**src/rtl/branch_sequencer_pkg.sv**
```systemverilog
// Shared pipeline definitions: branch phase codes consumed by the pipeline
// controller and the width of the redirect dwell counter.
package branch_sequencer_pkg;

  typedef enum logic [1:0] {
    BR_IDLE     = 2'b00,
    BR_REDIRECT = 2'b01,
    BR_RELEASE  = 2'b10
  } branch_status_t;

  localparam int BR_DWELL_WIDTH = 4;

endpackage

```
**src/rtl/branch_sequencer_perf_counter.sv**
```systemverilog
// Wrapping event counter with synchronous clear; clear wins over increment.
module perf_counter #(
  parameter int WIDTH = 32
) (
  input  logic             clock,
  input  logic             clear,
  input  logic             increment,
  output logic [WIDTH-1:0] count
);

  always_ff @(posedge clock) begin
    if (clear) begin
      count <= '0;
    end else if (increment) begin
      count <= count + 1'b1;
    end
  end

endmodule

```
**src/rtl/branch_sequencer.sv**
```systemverilog
// Steps taken branches / JAL / JALR through REDIRECT and RELEASE phases,
// holding fetch off until the target word arrives, with jump/penalty counters.
module branch_sequencer
  import branch_sequencer_pkg::*;
#(
  parameter int CNT_WIDTH           = 32,
  parameter int MIN_REDIRECT_CYCLES = 1
) (
  input  logic                 clock,
  input  logic                 reset,
  input  logic                 jump_start,
  input  logic                 want_stall,
  input  logic                 fetch_ready,
  input  logic                 abort,
  output logic [1:0]           branch_status,
  output logic                 fetch_flush,
  output logic                 seq_busy,
  output logic [CNT_WIDTH-1:0] jump_count,
  output logic [CNT_WIDTH-1:0] penalty_count
);

  localparam logic [1:0] S_IDLE     = BR_IDLE;
  localparam logic [1:0] S_REDIRECT = BR_REDIRECT;
  localparam logic [1:0] S_RELEASE  = BR_RELEASE;

  localparam logic [BR_DWELL_WIDTH-1:0] DWELL_LAST =
    BR_DWELL_WIDTH'(MIN_REDIRECT_CYCLES - 1);

  logic [1:0]                state;
  logic [1:0]                state_next;
  logic [BR_DWELL_WIDTH-1:0] dwell;
  logic [BR_DWELL_WIDTH-1:0] dwell_next;
  logic                      busy;
  logic                      accept;
  logic                      charge;

  // Abort beats stall, stall freezes everything else.
  always_comb begin
    state_next = state;
    dwell_next = dwell;
    if (abort) begin
      state_next = S_IDLE;
      dwell_next = '0;
    end else if (!want_stall) begin
      case (state)
        S_IDLE: begin
          if (jump_start) begin
            state_next = S_REDIRECT;
            dwell_next = '0;
          end
        end
        S_REDIRECT: begin
          if (dwell == DWELL_LAST && fetch_ready) begin
            state_next = S_RELEASE;
          end
          if (dwell != DWELL_LAST) begin
            dwell_next = dwell + 1'b1;
          end
        end
        S_RELEASE: state_next = S_IDLE;
        default:   state_next = S_IDLE;
      endcase
    end
  end

  assign accept = (state == S_IDLE) && jump_start && !want_stall && !abort;
  assign charge = !want_stall && !abort && ((state != S_IDLE) || jump_start);

  always_ff @(posedge clock) begin
    if (!reset) begin
      state <= S_IDLE;
      dwell <= '0;
      busy  <= 1'b0;
    end else begin
      state <= state_next;
      dwell <= dwell_next;
      busy  <= (state_next != S_IDLE);
    end
  end

  assign branch_status = state;
  assign seq_busy      = busy;
  assign fetch_flush   = abort || (state == S_REDIRECT);

  perf_counter #(.WIDTH(CNT_WIDTH)) u_jump_counter (
    .clock     (clock),
    .clear     (!reset),
    .increment (accept),
    .count     (jump_count)
  );

  perf_counter #(.WIDTH(CNT_WIDTH)) u_penalty_counter (
    .clock     (clock),
    .clear     (!reset),
    .increment (charge),
    .count     (penalty_count)
  );

endmodule

```
**config.mk**
```make
export PLATFORM = sky130hd
export DESIGN_NAME = branch_sequencer
export DESIGN_NICKNAME = d
export VERILOG_FILES = /design/src/rtl/branch_sequencer_pkg.sv /design/src/rtl/branch_sequencer_perf_counter.sv /design/src/rtl/branch_sequencer.sv
export SDC_FILE = /design/constraint.sdc
export NUM_CORES = 1
export LEC_CHECK = 0
export CAP_MARGIN = 20
export CORE_UTILIZATION = 55
export CTS_CLUSTER_SIZE = 12
export DETAILED_ROUTE_END_ITERATION = 6
export DONT_BUFFER_PORTS = 1
export GPL_TIMING_DRIVEN = 0
export PLACE_DENSITY = 0.75
export SLEW_MARGIN = 20
export SYNTH_ARGS = -nofsm -noshare
export SYNTH_HDL_FRONTEND = slang
export SYNTH_SLANG_ARGS = --single-unit
export TNS_END_PERCENT = 1
```
**constraint.sdc**
```tcl
create_clock -name clock -period 2.9 [get_ports clock]
set_input_delay 0.87 -clock clock [delete_from_list [all_inputs] [get_ports clock]]
set_output_delay 0.87 -clock clock [all_outputs]
set_load 0.005 [all_outputs]
```
==> metrics.md, run 1 <==
| Metric | Value |
|---|---|
| Status | `complete, no violations` |
| Post-synthesis simple-gate area fraction | `33.9%` |
| Synth Area in Compound Gates | `13.8%` |
| Area grow syn2layout | `7.08%` |
| Wire per inst | `16.4 microns` |
| Die W | `82.4 microns` |
| Postcts setup bufs | `0` |
| Antenna Nets Post-Route | `0` |
| Leak | `1.15 nW` |
| Clock Skew | `5.56 ps` |
| Starting Density | `58.6%` |
| Syn_nets | `432` |
| Worst VDD drop | `0.410 mV` |
| Worst hold start | `u_jump_counter.count[31]$_SDFFE_PN0P_` |
| First-pass GRT wire length | `13800 microns` |
| Max_cap viols | `0` |
| Routability cong. | `0.802` |
| Inst Count DP | `497` |
| Worst r2r src | `branch_status[0]$_SDFF_PN0_` |
| RSZ-0062 raised after global routing | `no` |
| Largest net degree at the start of global routing | `11` |
| N_diodes | `0` |
| Number of synthesized register bits | `71` |
| Setup slack, reg-to-reg | `600 ps` |
| Row count | `28` |
| Hold depth | `2` |
| Fraction of layout cells with a size suffix above 1 | `5.72%` |
| CTS buffer count | `9` |
| Clock transition at path regs | `70 ps` |
| Drt initial violations | `191` |
| Post-synthesis sequential area ratio | `40.0%` |
| Most frequent cells in the layout | `dfxtp_1, a21oi_1, nand2_1` |
| Worst reg2reg endpoint | `u_jump_counter.count[30]$_SDFFE_PN0P_` |
| Total gr overflow | `0` |
| # hold bufs at CTS | `0` |
| Total GRT Usage | `26.4%` |
| Drt total wl | `8390 microns` |
| Final setup violation count | `0` |
| Clock Sinks | `71` |
| Core Box Area | `0.00606 sq mm` |
| Ys flop type | `dfxtp_1` |
| Distinct cells, synth | `42` |
| CTS Buffer Depth | `2` |
| Final Max Tran Viols | `0` |
| Drt drc | `0` |
| Fin cells | `512` |
| Routed vias | `3271` |
| R2R depth | `6` |
| Initial DRT Pass Iterations | `4` |
| Hold EP | `u_jump_counter.count[31]$_SDFFE_PN0P_` |
| Die height | `82.4 microns` |
| Hold Vio Cnt, Final | `0` |
| Clock latency on the worst-skew pair | `340 ps` |
| Synthesized-area fraction occupied by adder cells | `1.41%` |
| Crit Path Class | `primary input to flip-flop` |
| Async SR Flop Fraction | `0%` |
| Area after DPL | `0.00365 sq mm` |
| Htree depth | `3` |
| Fin worst setup slack | `511 ps` |
| Worst Path Required | `3170 ps` |
| FMAX | `419 MHz` |
| Synth Instances | `422` |
| Setup crit start kind | `primary input` |
| Post-Synth XOR/XNOR Area | `4.93%` |
| Nets | `443` |
| Most common cell after layout, fill and taps aside | `dfxtp_1` |
| Final instance area | `0.00380 sq mm` |
| Largest fanout on the critical path | `10` |
| Class of the worst hold path | `flip-flop to flip-flop` |
| Worst endpoint data arrival time | `2660 ps` |
| Final worst-path cycle share | `82.4%` |
| CP delay by family, top | `simple AND/OR/NAND/NOR gates` |
| Yosys warnings | `0` |
| PD cells | `452 mW/mm^2` |
| CP Buf/Inv Count | `2` |
| IO Pins | `74` |
| CTS tree | `done` |
| Multiplexer share of the synthesized area | `2.25%` |
| Netlist Area Pre-Place | `0.00355 sq mm` |
| Slew headroom | `56.0%` |
| Largest family of logic cells by synthesized area | `simple AND/OR/NAND/NOR gates` |
| Hold WS | `495 ps` |
| Initial antenna violation count | `0` |
| Post-CTS sizing | `0` |
| Slowest cell delay on critical path | `410 ps` |
| Die Area | `0.00678 sq mm` |
| Syn avg cell area | `8.42 sq um` |
| Worst path most repeated cell | `buf_2` |
| Routed vias/inst | `6.39` |
| Endpoint class of the critical path | `flip-flop` |
| Critical-path top delay cell | `nand4_1` |
| Worst slew pin tran | `652 ps` |
| Min cycle time layout | `2390 ps` |
| Vias in the first global route | `2997` |
| Post-Place Setup Slack | `163 ps` |
| EDFF count, synth | `0` |
| Setup TNS Final | `0 ps` |
| Crit path cell chain | `buf_2 -> nor4b_2 -> nand4_1 -> buf_2 -> nor4_1 -> mux2i_1` |
| Root buffer cell | `clkbuf_8` |
| Post-DP HPWL | `6000 microns` |
| Port Buf Inserts | `0` |
sequential cells by signal, summed over array words and instances (netlist names):
register                 count
u_jump_counter.count        32
u_penalty_counter.count     32
dwell                        4
branch_status                2
seq_busy                     1
Yosys cell counts (all sizes together), types with 2 or more instances:
cell / n / area share, %
o31ai: 22 / 4.6
and2: 5 / 0.88
clkbuf: 16 / 1.7
and4: 10 / 2.5
buf: 7 / 0.95
inv: 9 / 0.95
nand3: 25 / 3.5
or4: 22 / 4.6
nor2b: 2 / 0.35
dfxtp: 71 / 40
and3: 8 / 1.4
nor4: 12 / 2.5
a21oi: 41 / 5.8
xnor2: 6 / 1.5
mux2i: 8 / 2.3
nor4bb: 2 / 0.56
or2: 2 / 0.35
nand2b: 11 / 1.9
nor3: 2 / 0.28
or3: 13 / 2.3
nand4: 23 / 4.2
nor3b: 4 / 0.99
ha: 4 / 1.4
o21ai: 14 / 2.0
nor2: 20 / 2.1
xor2: 14 / 3.5
nand2: 38 / 4.0
power breakdown:
| part | switching [mW] | internal [mW] | total [mW] |
|---|---|---|---|
| Clock | 0.351 | 0.330 | 0.681 |
| Combinational | 0.0388 | 0.0171 | 0.0559 |
| Sequential | 0.00507 | 0.978 | 0.983 |
worst max-delay path by stage:
stage / startpoint / endpoint / depth (start not counted)
finish: want_stall / u_jump_counter.count[30]$_SDFFE_PN0P_ / 6
floorplan: want_stall / u_jump_counter.count[30]$_SDFFE_PN0P_ / 6
detailed placement: want_stall / u_jump_counter.count[30]$_SDFFE_PN0P_ / 6
CTS: want_stall / u_jump_counter.count[30]$_SDFFE_PN0P_ / 6
global placement: want_stall / u_jump_counter.count[30]$_SDFFE_PN0P_ / 6
global route: want_stall / u_jump_counter.count[30]$_SDFFE_PN0P_ / 6
tightest hold or removal path, cell delays in order (launching register included):
cell and delay (ps):
dfxtp_1 330, nand2_1 60, mux2i_1 60
final cells by class:
| type | instances | area, sq um |
|---|---|---|
| Sequential cell | 71 | 1420 |
| Fill cell | 545 | 2260 |
| Inverter | 10 | 37.5 |
| Clock inverter | 1 | 5.00 |
| Multi-Input combinational cell | 318 | 2000 |
| Tap cell | 75 | 93.8 |
| Clock buffer | 14 | 153 |
| Buffer | 23 | 93.8 |
cell families after synthesis:
| logic type | count (synthesis) |
|---|---|
| mux | 8 |
| buf+inv | 33 |
| flops | 71 |
| compound gates | 83 |
| xor+xnor | 20 |
| simple gates | 203 |
| fa+ha+maj | 4 |
routing by layer:
| metal | wire length, microns | vias to the layer above | part of all wire (%) | track usage, % |
|---|---|---|---|---|
| met4 | 102 | 0 | 1.2 | 8.60 |
| li1 | - | 1603 | - | - |
| met2 | 4140 | 90 | 49 | 44.5 |
| met1 | 3670 | 1568 | 44 | 32.5 |
| met5 | 0 | - | 0 | 0 |
| met3 | 477 | 10 | 5.7 | 7.03 |
through the flow:
step	util (%)	total power, mW
3_5_place_dp	60.2	1.06
6_report	62.8	1.72
5_1_grt	62.8	1.78
2_1_floorplan	-	1.05
4_1_cts	62.8	1.73
3_3_place_gp	60.2	1.06
No activity file was read; power rests on OpenSTA's default activity.
==> run 2: changes to the inputs <==
--- a/config.mk
+++ b/config.mk
@@ -11,7 +11,7 @@
 export DETAILED_ROUTE_END_ITERATION = 6
 export DONT_BUFFER_PORTS = 1
 export GPL_TIMING_DRIVEN = 0
-export PLACE_DENSITY = 0.75
+export PLACE_DENSITY = 0.78
 export SLEW_MARGIN = 20
 export SYNTH_ARGS = -nofsm -noshare
 export SYNTH_HDL_FRONTEND = slang
==> constraint.sdc (replaced) <==
create_clock -name clock -period 1.9 [get_ports clock]
set_input_delay 0.57 -clock clock [delete_from_list [all_inputs] [get_ports clock]]
set_output_delay 0.57 -clock clock [all_outputs]
set_load 0.005 [all_outputs]
==> run 2 against run 1 <==
  * Clock power rose by 56%
  * Die area unchanged
  * Global-route usage grew 0.66 points
  * Largest power group unchanged
  * Wire length grew 6.8%
  * Count of clock-buffer cells in the layout down 1
  * Utilization grew 3.8 points
==> metrics.md, run 2 (same netlist as run 1, synthesis figures left out) <==
| Metric | Value |
|---|---|
| Total GRT Usage | `27.1% (+0.66 points)` |
| Clock Skew | `3.27 ps (-2.29 ps)` |
| Leak | `1.26 nW (+9.7%)` |
| Fraction of layout cells with a size suffix above 1 | `15.5% (+9.8 points)` |
| Row count | `28 (unchanged)` |
| Hold depth | `2 (unchanged)` |
| Drt initial violations | `197 (+3.1%)` |
| Worst r2r src | `u_penalty_counter.count[5]$_SDFFE_PN0P_` |
| Die height | `82.4 microns (unchanged)` |
| Worst reg2reg endpoint | `u_penalty_counter.count[22]$_SDFFE_PN0P_` |
| Drt drc | `0 (unchanged)` |
| Core Box Area | `0.00606 sq mm (unchanged)` |
| Root buffer cell | `clkbuf_8` |
| Max_cap viols | `0 (unchanged)` |
| CTS tree | `done` |
| Hold EP | `branch_status[1]$_SDFF_PN0_` |
| Grt peak-use layer | `met2` |
| Worst slew pin tran | `593 ps (-59.0 ps)` |
| Drt total wl | `8960 microns (+6.8%)` |
| Setup slack, reg-to-reg | `20 ps (-580 ps)` |
| N_diodes | `0 (unchanged)` |
| Largest fanout on the critical path | `10 (unchanged)` |
| Worst endpoint data arrival time | `2160 ps (-500 ps)` |
| FMAX | `532 MHz` |
| Routing usage on met2 | `45.7% (+1.2 points)` |
| Hold Vio Cnt, Final | `0 (unchanged)` |
| Die W | `82.4 microns (unchanged)` |
| Post-DP HPWL | `6100 microns (+1.7%)` |
| Fin worst setup slack | `19.3 ps (-492 ps)` |
| Slew headroom | `60.0% (+4.0 points)` |
| Routed vias/inst | `6.50 (+1.7%)` |
| Htree depth | `3 (unchanged)` |
| Post-Place Setup Slack | `-421 ps (-584 ps)` |
| Final core utilization | `66.5% (+3.8 points)` |
| Min cycle time layout | `1880 ps` |
| Routed vias | `3379 (+3.3%)` |
| Setup crit start kind | `flip-flop` |
| Antenna Nets Post-Route | `0 (unchanged)` |
| Largest net degree at the start of global routing | `11 (unchanged)` |
| Worst VDD drop | `0.450 mV (+9.7%)` |
| Most common cell after layout, fill and taps aside | `dfxtp_1` |
| Final worst-path cycle share | `99.0%` |
| Status | `complete, no violations` |
| Worst Path Required | `2180 ps (-990 ps)` |
| Area taken by multi-input logic gates | `0.00208 sq mm (+3.8%)` |
| Nets | `452 (+2.0%)` |
| Top Registers | `u_jump_counter.count: 32 flops, u_penalty_counter.count: 32 flops, dwell: 4 flops` |
| Total gr overflow | `0 (unchanged)` |
| Worst hold start | `fetch_ready` |
| IO Pins | `74 (unchanged)` |
| Vias in the first global route | `2992 (-0.17%)` |
| # hold bufs at CTS | `0 (unchanged)` |
| Crit Path Class | `flip-flop to flip-flop` |
| Most frequent cells in the layout | `dfxtp_1, a21oi_1, nand2_1` |
| Wire per inst | `17.2 microns (+5.2%)` |
| Routability cong. | `0.847 (+5.6%)` |
| Final setup violation count | `0 (unchanged)` |
| Endpoint class of the critical path | `flip-flop` |
| Area grow syn2layout | `13.5%` |
| CTS buffer count | `9 (unchanged)` |
| RSZ-0062 raised after global routing | `yes` |
| Port Buf Inserts | `0 (unchanged)` |
| Initial DRT Pass Iterations | `6 (+2)` |
| FF+latch area | `0.00145 sq mm (+1.8%)` |
| Starting Density | `58.6% (unchanged)` |
| First-pass GRT wire length | `13900 microns (+1.3%)` |
| Clock transition at path regs | `70 ps (about the same)` |
| Class of the worst hold path | `primary input to flip-flop` |
| Fill cells | `519 (-4.8%)` |
| Initial antenna violation count | `0 (unchanged)` |
| Final Max Tran Viols | `0 (unchanged)` |
| Clock latency on the worst-skew pair | `350 ps (about the same)` |
| PD cells | `660 mW/mm^2 (+46%)` |
| Met3 usage | `9.45% (+2.4 points)` |
| Clock Sinks | `71 (unchanged)` |
| Die Area | `0.00678 sq mm (unchanged)` |
| Met1 Track Usage GR | `31.4% (-1.1 points)` |
| R2R depth | `7 (+1)` |
| CTS Buffer Depth | `2 (unchanged)` |
[run 2: critical path, stage by stage (launching register included)]
cell and delay (ps):
dfxtp_1 400, and4_1 220, clkbuf_2 180, nand4_1 130, buf_6 160, buf_6 130
or4_1 470, a21oi_1 120
[run 2: worst max path at each step]
stage,cells past startpoint,end,slack [ps],start
detailed placement,6,u_jump_counter.count[30]$_SDFFE_PN0P_,-420,want_stall
finish,7,u_penalty_counter.count[22]$_SDFFE_PN0P_,20,u_penalty_counter.count[5]$_SDFFE_PN0P_
global route,7,u_penalty_counter.count[22]$_SDFFE_PN0P_,-50,u_penalty_counter.count[0]$_SDFFE_PN0P_
CTS,7,u_penalty_counter.count[22]$_SDFFE_PN0P_,-30,u_penalty_counter.count[1]$_SDFFE_PN0P_
global placement,6,u_jump_counter.count[30]$_SDFFE_PN0P_,-350,want_stall
floorplan,6,u_penalty_counter.count[22]$_SDFFE_PN0P_,-50,want_stall
[run 2: layout make-up]
cell class	count	share of cell area, %
plain buffers	19	2.67
clock buffers	13	3.94
clock inverters	1	0.124
inverters	10	0.931
multi-input cells	318	51.5
flip-flops and latches	71	35.9
well taps	75	2.33
repair buffers	13	2.61
[run 2: power breakdown]
group / total (mW) / leakage, nW / internal, mW / switching (mW)
Clock: 1.06 / 0.0854 / 0.530 / 0.534
Combinational: 0.0968 / 0.596 / 0.0335 / 0.0633
Sequential: 1.50 / 0.580 / 1.49 / 0.00875
[run 2: routing by layer]
metal,wire [microns],share of wire (%)
met3,544,6.1
met5,0,0
met1,3830,43
met4,169,1.9
met2,4410,49
[run 2: timing repair]
action	CTS	global route
buffers inserted	7	6
pin swaps	5	8
gates resized for setup	9	30
endpoints found under the hold margin	0	0
endpoints found under the setup margin	39	35
[run 2: through the flow]
step / TNS [ps] / cells / hold slack, ps / power (mW) / cell area [sq um]
3_5_place_dp: -7000 / 497 / 493 / 1.62 / 3690
6_report: 0 / 520 / 363 / 2.66 / 4030
4_1_cts: -95.1 / 516 / 360 / 2.67 / 3910
5_1_grt: -200 / 520 / 354 / 2.77 / 4030
2_1_floorplan: -133 / 422 / 459 / 1.60 / 3590
3_3_place_gp: -5700 / 497 / 473 / 1.62 / 3690
==> run 3: changes to the inputs <==
--- a/config.mk
+++ b/config.mk
@@ -5,7 +5,9 @@
 export SDC_FILE = /design/constraint.sdc
 export NUM_CORES = 1
 export LEC_CHECK = 0
+export ABC_AREA = 1
 export CAP_MARGIN = 20
+export CORE_MARGIN = 10
 export CORE_UTILIZATION = 55
 export CTS_CLUSTER_SIZE = 12
 export DETAILED_ROUTE_END_ITERATION = 6
==> run 3 against run 2 <==
  * Wire length increased by 18%
  * Synthesized area rose by 14%
  * Synthesized cell count rose by 52%
  * Utilization fell by 5.1 points
  * Hold slack improved by 59 ps
  * Count of clock-buffer cells in the layout fell by 3
  * Largest cell class unchanged
==> metrics.md, run 3 <==
| Metric | Value |
|---|---|
| Crit Path Class | `flip-flop to primary output` |
| Slowest cell delay on critical path | `540 ps (+70 ps)` |
| Final Max Tran Viols | `0 (unchanged)` |
| Fraction of layout cells with a size suffix above 1 | `7.46% (-8.0 points)` |
| Worst VDD drop | `0.318 mV (-29%)` |
| CTS buffer count | `9 (unchanged)` |
| Leak | `1.78 nW (+41%)` |
| CP delay by family, top | `flip-flops` |
| Share of the synthesized area in the top cell type | `35.0% (-5.0 points)` |
| Htree depth | `3 (unchanged)` |
| Synth area leaders | `dfxtp_1, nand2_1, nor2_1, inv_1, nand3_1` |
| Most common cell after layout, fill and taps aside | `nand2_1` |
| Final instance area | `0.00443 sq mm (+10%)` |
| Number of synthesized register bits | `71 (unchanged)` |
| Largest fanout on the critical path | `5 (-5)` |
| Setup crit start kind | `flip-flop` |
| Ys flop type | `dfxtp_1` |
| Post-synthesis sequential area ratio | `35.0% (-5.0 points)` |
| Min cycle time layout | `1760 ps (-121 ps)` |
| Drt initial violations | `212 (+7.6%)` |
| Synth Instances | `641 (+52%)` |
| EDFF count, synth | `0 (unchanged)` |
| Area grow syn2layout | `9.22%` |
| Vias in the first global route | `3904 (+30%)` |
| Clock transition at path regs | `80 ps (about the same)` |
| Yosys warnings | `0 (unchanged)` |
| Initial antenna violation count | `0 (unchanged)` |
| IO Pins | `74 (unchanged)` |
| CTS Buffer Depth | `2 (unchanged)` |
| Slew headroom | `57.7% (-2.3 points)` |
| Worst slew pin tran | `634 ps (+41.9 ps)` |
| Initial DRT Pass Iterations | `7 (+1)` |
| Largest net degree at the start of global routing | `13 (+2)` |
| First-pass GRT wire length | `17800 microns (+28%)` |
| # hold bufs at CTS | `0 (unchanged)` |
| RSZ-0062 raised after global routing | `no` |
| Crit path cell chain | `nor2_2 -> inv_1 -> nand2_1` |
| N_diodes | `0 (unchanged)` |
| Top Registers | `u_jump_counter.count: 32 flops, u_penalty_counter.count: 32 flops, dwell: 4 flops` |
| Worst Path Required | `1330 ps (-850 ps)` |
| FMAX | `568 MHz (+6.9%)` |
| Post-synth top cells | `nand2_1, nor2_1, inv_1` |
| Nets | `662 (+46%)` |
| Critical-path top delay cell | `dfxtp_1` |
| Row count | `31 (+11%)` |
| Root buffer cell | `clkbuf_8` |
| Total gr overflow | `0 (unchanged)` |
| Post-Place Setup Slack | `-312 ps (+109 ps)` |
| Syn_nets | `651 (+51%)` |
| Async SR Flop Fraction | `0% (unchanged)` |
| Area leader, netlist | `dfxtp_1` |
| Total Power | `3.13 mW (+18%)` |
| Class of the worst hold path | `primary input to flip-flop` |
| Port Buf Inserts | `0 (unchanged)` |
| CP Buf/Inv Count | `1 (-2)` |
| Most frequent cells in the layout | `nand2_1, nor2_1, inv_1` |
| Core Box Area | `0.00721 sq mm (+19%)` |
| Wire per inst | `14.0 microns (-19%)` |
| Routed vias | `4013 (+19%)` |
| Distinct cells, synth | `31 (-26%)` |
| Netlist Area Pre-Place | `0.00406 sq mm (+14%)` |
| Endpoint class of the critical path | `primary output` |
| Setup TNS Final | `0 ps (unchanged)` |
| Worst endpoint data arrival time | `1190 ps (-970 ps)` |
| Status | `complete, no violations` |
| Postcts setup bufs | `0 (-7)` |
| Clock Sinks | `71 (unchanged)` |
| Post-DP HPWL | `8170 microns (+34%)` |
| Clock Skew | `10.4 ps (+7.09 ps)` |
| Hold Vio Cnt, Final | `0 (unchanged)` |
| Routed vias/inst | `5.31 (-18%)` |
| Antenna Nets Post-Route | `0 (unchanged)` |
| Drt drc | `0 (unchanged)` |
| Starting Density | `56.3% (-2.3 points)` |
| Die Area | `0.0112 sq mm (+65%)` |
| Max_cap viols | `0 (unchanged)` |
| Syn avg cell area | `6.33 sq um (-25%)` |
| Fin worst setup slack | `141 ps (+121 ps)` |
| Routability cong. | `0.914 (+8.0%)` |
| Most frequent cell after synthesis | `nand2_1` |
| PD cells | `707 mW/mm^2 (+7.2%)` |
| Total GRT Usage | `19.0% (-8.1 points)` |
| Final setup violation count | `0 (unchanged)` |
| Fill cells | `688 (+33%)` |
| Die W | `106 microns (+29%)` |
| Die height | `106 microns (+29%)` |
| CTS tree | `done` |
| Clock latency on the worst-skew pair | `360 ps (about the same)` |
| Final worst-path cycle share | `92.6% (-6.4 points)` |
| Area after DPL | `0.00418 sq mm (+13%)` |
| Drt total wl | `10600 microns (+18%)` |
## run 3: changes by cell type after synthesis, moves of 12 or more
cell | previous run | this run
nor2_1 | 20 | 118
clkbuf_1 | 16 | 4
nand3_1 | 25 | 45
a21oi_1 | 41 | 25
inv_1 | 9 | 93
or4_1 | 22 | 0
or3_1 | 13 | 0
nand2_1 | 38 | 166
o31ai_1 | 22 | 0
## run 3: area by class of cell
| cell class | count | area [sq um] | share of cell area [%] |
|---|---|---|---|
| Buffer | 8 | 38.8 | 0.875 |
| Sequential cell | 71 | 1420 | 32.1 |
| Clock inverter | 6 | 108 | 2.43 |
| Inverter | 96 | 360 | 8.13 |
| Tap cell | 99 | 124 | 2.79 |
| Clock buffer | 10 | 138 | 3.10 |
| Multi-Input combinational cell | 466 | 2240 | 50.6 |
## run 3: per-stage QoR
step / util, % / hold slack (ps) / cells
2_1_floorplan: - / 465 / 641
3_3_place_gp: 58.0 / 481 / 740
3_5_place_dp: 58.0 / 486 / 740
4_1_cts: 61.4 / 415 / 756
5_1_grt: 61.4 / 439 / 756
6_report: 61.4 / 423 / 756
## run 3: cell families (layout without fill, tap and decap cells)
family | count (synthesis) | count (layout) | synth area share, %
AOI/OAI and AO/OA | 54 | 54 | 7.18
adders and majority gates | 4 | 4 | 1.23
DFF | 71 | 71 | 35.0
and+or+nand+nor | 398 | 398 | 44.6
buffers and inverters | 104 | 120 | 9.80
xor gates and xnor gates | 10 | 10 | 2.16
## run 3: final timing paths
| path | from | endpoint | slack [ps] | depth (start not counted) |
|---|---|---|---|---|
| min reg2reg | dwell[3]$_SDFFE_PP0P_ | dwell[3]$_SDFFE_PP0P_ | 500 | 2 |
| max | branch_status[1]$_SDFF_PN0_ | fetch_flush | 140 | 3 |
| max reg2reg | u_penalty_counter.count[1]$_SDFFE_PN0P_ | u_penalty_counter.count[18]$_SDFFE_PN0P_ | 190 | 7 |
| min | want_stall | branch_status[0]$_SDFF_PN0_ | 420 | 3 |
## run 3: worst reg2reg max path, cell delays in order (launching register included)
cell and delay, ps:
dfxtp_1 410, ha_1 220, nand3_1 120, nor2_1 250, nand3_1 210, nor2_2 190
xnor2_1 140, nor2_1 50
## run 3: where the power goes
| part | internal (mW) | leakage (nW) | switching, mW |
|---|---|---|---|
| Combinational | 0.0360 | 1.08 | 0.0887 |
| Sequential | 1.50 | 0.573 | 0.0116 |
| Clock | 0.903 | 0.122 | 0.600 |
| Total | 2.43 | 1.78 | 0.700 |
## run 3: layer usage
metal | GRT usage (%) | up-vias | wire length (microns)
li1 | - | 2041 | -
met2 | 32.3 | 130 | 5210
met5 | 0 | - | 0
met4 | 9.67 | 0 | 256
met1 | 20.1 | 1820 | 4110
met3 | 7.31 | 22 | 1030
## run 3: timing repair
item,in CTS,in global routing
pin swaps,0,0
endpoints found under the setup margin,1,11
gates resized for setup,1,2
hold endpoints to repair,0,0
gates cloned,0,0
==> RTL change (flow settings as in run 3) <==
The package constant `BR_DWELL_WIDTH` goes from 4 to 6.
--- a/src/rtl/branch_sequencer_pkg.sv
+++ b/src/rtl/branch_sequencer_pkg.sv
@@ -8,7 +8,7 @@
     BR_RELEASE  = 2'b10
   } branch_status_t;
 
-  localparam int BR_DWELL_WIDTH = 4;
+  localparam int BR_DWELL_WIDTH = 6;
 
 endpackage
 
Check against the original RTL: same outputs for any inputs over 10 cycles, from zero or initial values and one cycle with reset low; that may be too few to reach the edited logic, so the function may still have changed.
==> RTL change against run 3 <==
  * Global-route usage shrank 0.58 points
  * Setup slack gained 3.2 ps
  * Wire length shrank 0.49%
  * Sequential cell count grew 2
  * Critical path type is now flop to flop
  * Synthesized area shrank 0.52%
  * Total power shrank 10%
  * Sequential share of layout area grew 1.3 points
  * Cell area shrank 1.3%
  * Fmax grew 0.18%
==> RTL change: results (changes against run 3) <==
- Status: finished clean
- Number of signal-net inverters in the final layout: 90 (-6.3%)
- Filler cell count: 707 (+2.8%)
- PwrDens: 644.1 mW/mm^2 (-8.9%)
- Met1 track demand over resource: 0.2243 (+0.02363)
- Depth of the worst register-to-register path: 9 (+2)
- Number of global-route vias before repair: 3537 (-9.4%)
- Met2 Routed Length: 4.845 mm (-7.0%)
- Count of clock buffers in the final design: 11 (+1)
- Global-route wire length before repair: 17.18 mm (-3.4%)
- Post-synthesis share of cell area spent on full adders, half adders and majority gates: 0.01240 (+0.00006496)
- Clock insertion delay at the later pin of the skew report: 340 ps (-20 ps)
- Clk tree area frac: 0.04033 (-0.01499)
- Instance area after placement: 0.004161 sq mm (-0.51%)
- Worst Hold End: branch_status[1]$_SDFF_PN0_
- Hold path startpoint: abort
- Vias per inst: 5.327 (+0.36%)
- Share of synthesized area occupied by flip-flops and latches: 0.3619 (+0.01176)
- Number of combinational gates with multiple inputs: 464 (-0.43%)
- Total area of multi-input combinational cells: 0.002237 sq mm (-0.22%)
- Amount of wire on met3 after detailed routing: 921 microns (-10%)
- Synth Area in Compound Gates: 0.07840 (+0.006576)
- Ranking of synthesized cells by area: sky130_fd_sc_hd__dfxtp_1 36%, sky130_fd_sc_hd__nand2_1 16%, sky130_fd_sc_hd__nor2_1 10%, sky130_fd_sc_hd__inv_1 8.3%, sky130_fd_sc_hd__nand3_1 6.3%
- Longest individual stage delay on the worst path: 390 ps (-150 ps)
- Distinct cells, synth: 32 (+3.2%)
- Final weighted congestion in routability-driven placement: 0.9031 (-1.2%)
- DRT met1 WL: 4.665 mm (+13%)
- Fraction of layout instances using a drive strength above 1: 0.06462 (-0.009966)
- Sequential share of cell area: 0.3344 (+0.01347)
- Net total in the final layout: 656 (-0.91%)
- Worst voltage drop across the vdd grid: 0.3910 mV (+23%)
- Final critical path time including I/O delays and setup: 1756 ps (-3.173 ps)
- Sum of net half-perimeters after detailed placement: 8.088 mm (-1.0%)
- Family with the most delay on the worst path: simple AND/OR/NAND/NOR gates
- Maximum fanout along the worst path: 7 (+2)
- Setup Skew: 11.54 ps (+1.180 ps)
[RTL change: cell types whose count changed after synthesis, sizes merged, moves of 4 or more]
cell / before / now
nand4: 29 / 21
o21bai: 3 / 7
nor2: 135 / 124
inv: 95 / 90
nand3: 47 / 53
nor3: 11 / 15
o21ai: 24 / 20
[RTL change: per-stage QoR]
step           instances  hold slack [ps]  power, mW  utilization  setup TNS, ps
2_1_floorplan        634            443.7      1.655            -              0
3_3_place_gp         733            456.9      1.682       0.5768              0
3_5_place_dp         733            459.0      1.685       0.5768              0
4_1_cts              748            396.9      2.827       0.6013              0
5_1_grt              749            411.7      2.914       0.6063        -0.5083
6_report             749            408.6      2.817       0.6063              0
[RTL change: repair_timing]
action                     in CTS  in global routing
gates resized for setup         0                  8
buffers inserted                0                  1
hold endpoints to repair        0                  0
setup endpoints to repair       0                 15
